===== src/rtl/gpio_cmd_pkg.sv =====
// gpio_cmd_pkg: shared states, ASCII constants and hex decoding for the GPIO command receiver.
package gpio_cmd_pkg;

    typedef enum logic [2:0] {
        S_MATCH,
        S_DIGITS,
        S_CR_WAIT,
        S_LF_WAIT,
        S_DROP,
        S_COMMIT
    } gpio_rx_state_e;

    localparam logic [7:0] ASCII_CR = 8'h0D;
    localparam logic [7:0] ASCII_LF = 8'h0A;

    // Returns {is_hex, nibble}; letters map via their low nibble (A/a = x1) plus 9.
    function automatic logic [4:0] hex_decode(input logic [7:0] b);
        if (b >= 8'h30 && b <= 8'h39) return {1'b1, b[3:0]};
        if ((b >= 8'h41 && b <= 8'h46) || (b >= 8'h61 && b <= 8'h66)) return {1'b1, b[3:0] + 4'd9};
        return 5'd0;
    endfunction

endpackage


===== src/rtl/axis_gpio_cmd_rx.sv =====
// axis_gpio_cmd_rx: parses "LEDS: 0x<hex>\r\n" AXI-Stream packets into a registered GPIO bank.
// Define GPIO_RX_ERR_COUNT_EN to add the saturating err_count output.
module axis_gpio_cmd_rx
    import gpio_cmd_pkg::*;
#(
    parameter int                        PREFIX_CHARS  = 8,
    parameter logic [8*PREFIX_CHARS-1:0] PREFIX_STRING = "LEDS: 0x",
    parameter int                        GPIO_WIDTH    = 2,
    parameter logic [GPIO_WIDTH-1:0]     GPIO_RESET    = '0
) (
    input  logic                  clk,
    input  logic                  reset_n,
    input  logic [7:0]            s_axis_data,
    input  logic                  s_axis_valid,
    input  logic                  s_axis_last,
    output logic                  s_axis_ready,
    output logic [GPIO_WIDTH-1:0] gpio_out,
    output logic                  cmd_valid,
    output logic                  cmd_error
`ifdef GPIO_RX_ERR_COUNT_EN
    ,
    output logic [15:0]           err_count
`endif
);

    localparam int DIGITS = (GPIO_WIDTH + 3) / 4;
    localparam int IW = PREFIX_CHARS > 1 ? $clog2(PREFIX_CHARS) : 1;
    localparam int CW = $clog2(DIGITS + 1);
    localparam int AW = 4 * DIGITS;
    localparam logic [IW-1:0] LAST_IDX = IW'(PREFIX_CHARS - 1);
    localparam logic [CW-1:0] DIGIT_MAX = CW'(DIGITS);

    gpio_rx_state_e  state, nxt;
    logic [IW-1:0]   idx, nxt_idx;
    logic [AW-1:0]   acc, nxt_acc;
    logic [CW-1:0]   cnt, nxt_cnt;
    logic            err, hs;
    logic [4:0]      hx;
    logic [7:0]      prefix [PREFIX_CHARS];

    for (genvar i = 0; i < PREFIX_CHARS; i++) begin : g_prefix
        assign prefix[i] = PREFIX_STRING[8*(PREFIX_CHARS-i)-1 -: 8];
    end

    assign s_axis_ready = reset_n && state != S_COMMIT;
    assign hs = s_axis_valid && s_axis_ready;
    assign hx = hex_decode(s_axis_data);

    always_comb begin
        nxt = state;
        nxt_idx = idx;
        nxt_acc = acc;
        nxt_cnt = cnt;
        err = 1'b0;
        if (hs) begin
            case (state)
                S_MATCH: begin
                    if (s_axis_data != prefix[idx] || s_axis_last) err = 1'b1;
                    else if (idx == LAST_IDX) nxt = S_DIGITS;
                    else nxt_idx = idx + 1'b1;
                end
                S_DIGITS: begin
                    if (hx[4] && cnt != DIGIT_MAX && !s_axis_last) begin
                        nxt_acc = (acc << 4) | AW'(hx[3:0]);
                        nxt_cnt = cnt + 1'b1;
                    end else if (s_axis_data == ASCII_CR && cnt != '0 && !s_axis_last) nxt = S_LF_WAIT;
                    else err = 1'b1;
                end
                S_CR_WAIT: if (s_axis_data == ASCII_CR && !s_axis_last) nxt = S_LF_WAIT; else err = 1'b1;
                // The range check rides on the LF so an oversized value never reaches COMMIT.
                S_LF_WAIT: if (s_axis_data == ASCII_LF && s_axis_last && (acc >> GPIO_WIDTH) == '0) nxt = S_COMMIT; else err = 1'b1;
                S_DROP: if (s_axis_last) nxt = S_MATCH;
                default: ;
            endcase
            if (err) nxt = s_axis_last ? S_MATCH : S_DROP;
        end
        if (state == S_COMMIT) nxt = S_MATCH;
        if (err || (nxt == S_MATCH && state != S_MATCH)) begin
            nxt_idx = '0;
            nxt_acc = '0;
            nxt_cnt = '0;
        end
    end

    always_ff @(posedge clk) begin
        if (!reset_n) begin
            state <= S_MATCH;
            idx <= '0;
            acc <= '0;
            cnt <= '0;
            gpio_out <= GPIO_RESET;
            cmd_valid <= 1'b0;
            cmd_error <= 1'b0;
        end else begin
            state <= nxt;
            idx <= nxt_idx;
            acc <= nxt_acc;
            cnt <= nxt_cnt;
            cmd_valid <= state == S_COMMIT;
            cmd_error <= err;
            if (state == S_COMMIT) gpio_out <= acc[GPIO_WIDTH-1:0];
        end
    end

`ifdef GPIO_RX_ERR_COUNT_EN
    always_ff @(posedge clk) begin
        if (!reset_n) err_count <= '0;
        else if (err && err_count != 16'hFFFF) err_count <= err_count + 16'd1;
    end
`endif

endmodule


===== config.mk =====
export PLATFORM = sky130hd
export DESIGN_NAME = axis_gpio_cmd_rx
export DESIGN_NICKNAME = d
export VERILOG_FILES = /design/src/rtl/gpio_cmd_pkg.sv /design/src/rtl/axis_gpio_cmd_rx.sv
export SDC_FILE = /design/constraint.sdc
export NUM_CORES = 1
export LEC_CHECK = 0
export CORE_ASPECT_RATIO = 0.7
export CORE_MARGIN = 2
export CORE_UTILIZATION = 56
export CTS_CLUSTER_SIZE = 14
export DETAILED_ROUTE_END_ITERATION = 16
export DONT_BUFFER_PORTS = 1
export HOLD_SLACK_MARGIN = 0.03
export PLACE_DENSITY_LB_ADDON = 0.12
export SLEW_MARGIN = 25
export SYNTH_ARGS = -nofsm -noshare
export SYNTH_HDL_FRONTEND = slang
export SYNTH_SLANG_ARGS = --single-unit

===== constraint.sdc =====
create_clock -name clk -period 8.1 [get_ports clk]
set_input_delay 1.215 -clock clk [delete_from_list [all_inputs] [get_ports clk]]
set_output_delay 1.215 -clock clk [all_outputs]
set_load 0.02 [all_outputs]

* Yosys cells after proc, flatten, opt, wreduce, memory -nomap -nowiden
Memory sizes are Yosys's and may differ from the RTL's.
Index checks and enable logic that the tools add are counted.
** Cells by class
- Add/subtract/negate cells :: 3
- Magnitude comparators :: 7
- Equality and inequality tests :: 10
- Muxes and demuxes :: 29
- Bitwise gates (word level) :: 5
- Reductions and logical operators :: 24
** Operators with widths (number)
- 3-bit two-way mux :: 11
- 5-bit two-way mux :: 4
- 8-bit by 4-bit == test with 1-bit output (second input constant) :: 2
- 8-bit by 7-bit >= comparator with 1-bit output (second input constant) :: 2
- 8-bit by 7-bit <= comparator with 1-bit output (second input constant) :: 2
- 8-bit two-way mux :: 2
- 3-bit one-hot mux with 5 select lines :: 1
- 1-bit logical AND :: 13
- 1-bit two-way mux :: 10
- 3-bit == test (second input constant) :: 3
- 8-bit by 6-bit >= comparator with 1-bit output (second input constant) :: 1
- 8-bit by 6-bit <= comparator with 1-bit output (second input constant) :: 1
- 8-bit != test :: 1
- 3-bit by 2-bit == test with 1-bit output (second input constant) :: 2
- 3-bit zero test :: 2
- 4-bit adder (second input constant) :: 1
- 4-bit >= comparator (second input constant) :: 1
- 4-bit zero test :: 1
- 1-bit inverter :: 4
- 3-bit inverter with 4-bit output :: 1
- 1-bit one-hot mux with 4 select lines :: 1
- 4-bit AND reduction :: 1
- 3-bit by 1-bit adder with 3-bit output (second input constant) :: 1
- 3-bit by 1-bit == test with 1-bit output (second input constant) :: 1
- 7 further kinds :: 9
** Storage, ports and cells
- Bits in registers :: 15
- Bits in read-only memories :: 64
- Input port bits :: 12
- Output and inout port bits :: 5
- Memories :: 1
** Memories
- (no name shown) :: depth 8, width 8, read ports 1, clocked after memory_dff 0, wr ports 0, line axis_gpio_cmd_rx.sv:58 : if (s_axis_data != prefix[idx] || s_axis_last) err = 1'b1;

* Logic depth before layout (Yosys ltp)
- Depth in word-level cells :: 19
- Gate-level depth with buffers :: 9

* Worst setup path after synthesis
Ideal clock, no wire load.
- Path kind :: input-to-reg
- Start point :: input s_axis_data[0]
- End point :: register acc[3]
- Arrival :: 3300 ps
- Data required time :: 7966 ps
- Path slack :: 4666 ps
- Stages on the path :: 9
- Path buffers :: 0
- Cells stage by stage :: inv_1 > ha_1 > or4bb_1 > nor4_1 > a221oi_1 > a31o_1 > o31a_1 > o311ai_4 > nor3_1
** On the way
- Cells in the longest elaborated chain, start to end :: 19
** Ends and longest elaborated chain
- from (decl) :: line axis_gpio_cmd_rx.sv:13 : input logic [7:0] s_axis_data,
- 8-bit by 7-bit >= comparator with 1-bit output or 8-bit by 7-bit <= comparator with 1-bit output (tied branches) :: line gpio_cmd_pkg.sv:19 : if ((b >= 8'h41 && b <= 8'h46) || (b >= 8'h61 && b <= 8'h66)) return {1'b1, b[3:0] + 4'd9};
- 1-bit logical AND :: line gpio_cmd_pkg.sv:19
- 1-bit logical OR :: line gpio_cmd_pkg.sv:19
- 1-bit two-way mux (2 in series) :: line gpio_cmd_pkg.sv:19
- 5-bit two-way mux :: line gpio_cmd_pkg.sv:20 : return 5'd0;
- 5-bit two-way mux :: line gpio_cmd_pkg.sv:19
- 1-bit logical AND (2 in series) :: line axis_gpio_cmd_rx.sv:63 : if (hx[4] && cnt != DIGIT_MAX && !s_axis_last) begin
- 1-bit two-way mux :: line axis_gpio_cmd_rx.sv:63
- 1-bit one-hot mux with 4 select lines :: line axis_gpio_cmd_rx.sv:56 : case (state)
- 1-bit two-way mux :: line axis_gpio_cmd_rx.sv:55 : if (hs) begin
- 3-bit two-way mux :: line axis_gpio_cmd_rx.sv:75 : if (err) nxt = s_axis_last ? S_MATCH : S_DROP;
- 3-bit two-way mux :: line axis_gpio_cmd_rx.sv:55
- 3-bit two-way mux :: line axis_gpio_cmd_rx.sv:77 : if (state == S_COMMIT) nxt = S_MATCH;
- 3-bit zero test :: line axis_gpio_cmd_rx.sv:78 : if (err || (nxt == S_MATCH && state != S_MATCH)) begin
- 1-bit logical AND :: line axis_gpio_cmd_rx.sv:78
- 1-bit logical OR :: line axis_gpio_cmd_rx.sv:78
- 2-bit OR reduction (no source line)
- to (signal assigned) :: line axis_gpio_cmd_rx.sv:97 : acc <= nxt_acc;
- to (decl) :: line axis_gpio_cmd_rx.sv:35 : logic [AW-1:0] acc, nxt_acc;
Several ways; a longest one is shown, not always the timed one. The select of a mux whose other input is x is not followed.
A chain may end at the register's enable or synchronous reset.

* Final worst setup path
Ends and elaborated chain as after synthesis.

==> summary.md <==
| Metric | Value |
|---|---|
| Power Dens Cells | 113.5 nW/um^2 |
| Register area share after synthesis | 0.2542 |
| Design area | 1209 sq um |
| Mux cell area share after synthesis | 0.04237 |
| GRT overflow | 0 |
| Crit end category | flip-flop |
| DRT iter0 DRCs | 59 |
| Main combinational cell family by area after synthesis | simple AND/OR/NAND/NOR gates |
| Post-synthesis simple-gate area fraction | 0.2532 |
| Rel. slew slack | 0.5035 |
| Core area | 1919 sq um |
| Worst Setup Start Kind | input port |
| Htree depth | 1 |
| Leakage | 0.4493 nW |
| Die Ht | 42.43 um |
| R2r worst-path depth | 9 |
| Max incr delay on CP | 0.48 ns |
| Placement Cell Area | 1181 sq um |
| Most common cell after layout, fill and taps aside | nor2_1 |
| Crit path buf inv count | 1 |
| Antenna cells | 0 |
| Compound-Gate Fraction of Synth Area | 0.2521 |
| Final worst slack | 4.628 ns |
| Max Cap Viol | 0 |
| Mean Syn Cell Area | 7.670 sq um |
| Crit path kind | input port to flip-flop |
| IO Port Bufs | 0 |
| Multi-input logic area | 813.3 sq um |
| Fillers | 173 |
| Worst clock skew | 0.007511 ns |
| Via count | 1108 |
| Cell Chain, Critical Path | inv_1 > ha_1 > or4bb_1 > nor4_1 > a221oi_1 > a31o_1 > o31a_1 > o311ai_4 > nor3_1 |
| Layout area overhead | 2.331% |
| Worst reg2reg endpoint | acc[3] |
| Worst hold start | acc[1] |
| FF-to-FF setup slack | 4.99 ns |
| Drt first pass iters | 7 |
| Syn_nets | 175 |
| Max Freq | 288.0 MHz |
| Largest net degree at the start of global routing | 17 |
| Hold buffer count at CTS | 0 |
| Proportion of layout cells with a drive suffix above 1 | 0.05298 |
| Vias per cell | 6.405 |
| WL final | 2630 um |
| DPL Wire Length | 1973 um |
| Crit path max-delay family | compound AO/OA/AOI/OAI gates |
| Floorplan row count | 13 |
| Worst r2r src | idx[0] |
| Synthesized instance count | 154 |
| Register area | 300.3 sq um |
| Clock Pin Slew Worst Setup and Hold Paths | 0.08 ns |
| Worst-Margin Slew | 0.7429 ns |
| Io pins | 17 |
| CP Data Required Time | 8.26 ns |
| Gr usage total | 0.2226 |
| Wire per inst | 15.20 um |
| Outcome | finished clean |
| Hold Path Class | flip-flop to flip-flop |
| Crit path max fanout | 8 |
| Post-CTS setup buffer count | 0 |
| Pins Over Slew Limit | 0 |
| RSZ-0062 raised after global routing | false |
| Post-synthesis cell type count | 45 |
| Hold violation total from the final report | 0 |
| Synth warnings | 0 |
| Total die area | 2498 sq um |
| CTS tree | done |
| Max clock buf depth | 2 |
| Register bit total from synthesis | 15 |
| First-pass GRT wire length | 4333 um |
| # nets final | 173 |
| Commonest non-fill, non-tap cells in the layout | 23 x nor2_1, 15 x dfxtp_1, 13 x a21oi_1, 13 x nand2_1, 11 x inv_1 |
| Area of the mapped netlist | 1181 sq um |
| Fin crit period | 3.472 ns |
| Final setup fails | 0 |
| Antenna Nets Post-Route | 0 |
| Clk_lat worst skew | 0.29 ns |
| Vias in the first global route | 957 |
| Worst VDD drop | 0.08691 mV |
| Die Width | 58.89 um |
| Hold path depth | 2 |
| Total CTS buffers | 3 |
| GP Congestion | 0.9249 |
| Post-Place Setup Slack | 4.350 ns |
| Num Clock Sinks | 15 |
| WHS Endpoint | gpio_out[1] |
| Initial core utilization | 0.6154 |
| Root buf cell | clkbuf_4 |
| Sum of negative setup slack | 0 ns |
| Period utilisation layout | 0.4287 |
| Initial antenna violation count | 0 |
| WP data arrival | 3.63 ns |
| Critical Path Slowest Stage Cell | o311ai_4 |
| # DRC | 0 |
| Post-CTS sizing | 0 |
| Post-Synth Adder-Cell Area | 0.09534 |
| Fraction of synthesized cell area in xor and xnor cells | 0.04449 |
## logic make-up (layout without fill, tap and decap cells)
| kind of cell | count (synthesis) | count (layout) |
|---|---|---|
| adder cells (fa/ha/maj) | 9 | 9 |
| AO/OA/AOI/OAI | 40 | 40 |
| buffers and inverters | 18 | 15 |
| XOR/XNOR | 6 | 6 |
| multiplexers | 5 | 5 |
| flip-flops | 15 | 15 |
| AND/OR/NAND/NOR | 61 | 61 |
## metal layers
layer,vias up,track usage,part of all wire
met5,-,0,0
met2,45,0.3200,0.44
li1,546,-,-
met1,513,0.3302,0.48
met3,4,0.04938,0.073
met4,0,0.05909,0.0087
## flip-flops by register name, summed over array words and instances, names as in the netlist
register,cells
state,3
idx,3
acc,4
cmd_valid,1
cmd_error,1
cnt,1
gpio_out,2
## how the worst max path moves through the flow
| stage | from | endpoint | slack [ns] | cells past startpoint |
|---|---|---|---|---|
| after global placement | s_axis_data[0] | acc[3] | 4.43 | 9 |
| after global routing | s_axis_data[0] | acc[1] | 4.48 | 9 |
| after detailed placement | s_axis_data[0] | acc[3] | 4.35 | 9 |
| after floorplan | s_axis_data[0] | acc[3] | 4.67 | 9 |
| final | s_axis_data[0] | acc[3] | 4.63 | 9 |
| after CTS | s_axis_data[0] | acc[3] | 4.65 | 9 |
## cell type report
class	count	area share
clock buffer	4	0.02174
sequential	15	0.2484
tap	22	0.02277
multi-input combinational	121	0.6729
inverter	11	0.03416
## tightest hold or removal path: stages (launching register included)
cell and delay (ns):
dfxtp_1 0.32, nand3_1 0.07, a21oi_1 0.05
## cell usage after synthesis
master / instances / area share
o21bai_1: 1 / 0.0064
ha_1: 9 / 0.095
o21ai_1: 1 / 0.0042
nor4_1: 2 / 0.011
o311ai_4: 1 / 0.022
dfxtp_1: 15 / 0.25
a211oi_1: 2 / 0.013
o31a_1: 1 / 0.0074
a311oi_2: 1 / 0.013
or4b_1: 1 / 0.0085
buf_2: 1 / 0.0042
nand2b_1: 2 / 0.011
and3_1: 3 / 0.016
nor2_1: 23 / 0.073
nor2b_1: 1 / 0.0053
a31o_1: 1 / 0.0074
or4bb_1: 1 / 0.0095
a21boi_0: 1 / 0.0064
mux2i_1: 5 / 0.042
o21ai_0: 4 / 0.017
a2111oi_2: 1 / 0.013
a211o_1: 1 / 0.0074
a222oi_1: 1 / 0.0085
or4b_4: 1 / 0.012
xnor2_1: 5 / 0.037
clkbuf_1: 6 / 0.019
a31oi_1: 2 / 0.011
o221ai_1: 1 / 0.0074
a221oi_1: 1 / 0.0074
xor2_1: 1 / 0.0074
a21oi_1: 13 / 0.055
o211ai_1: 2 / 0.013
nor3_1: 5 / 0.021
a2111oi_0: 1 / 0.0074
nor3b_1: 1 / 0.0064
nand4b_1: 1 / 0.0074
a22oi_1: 1 / 0.0064
a31o_2: 1 / 0.0074
nand4_1: 1 / 0.0053
inv_1: 11 / 0.035
and2_1: 1 / 0.0053
nand2_1: 13 / 0.041
nand3_1: 5 / 0.021
o22ai_1: 1 / 0.0053
o22a_1: 1 / 0.0074
## power by group
part	switching [mW]	leakage [nW]	internal, mW	total (mW)
combinational	0.00956	0.313	0.00751	0.0171
sequential	0.00216	0.121	0.0747	0.0769
clock	0.0241	0.0150	0.0191	0.0433
total	0.0359	0.449	0.101	0.137
## stage by stage
step                      total power, mW  cells  utilization  hold slack (ns)
after detailed placement          0.09519    169       0.6154           0.4665
final                              0.1372    173       0.6297           0.4815
after CTS                          0.1373    173       0.6291           0.4798
after global placement            0.09486    169       0.6154           0.4610
after floorplan                   0.09342    154            -           0.4440
after global routing               0.1432    173       0.6297           0.5231
Note: power is estimated with default switching activity, not from simulation.
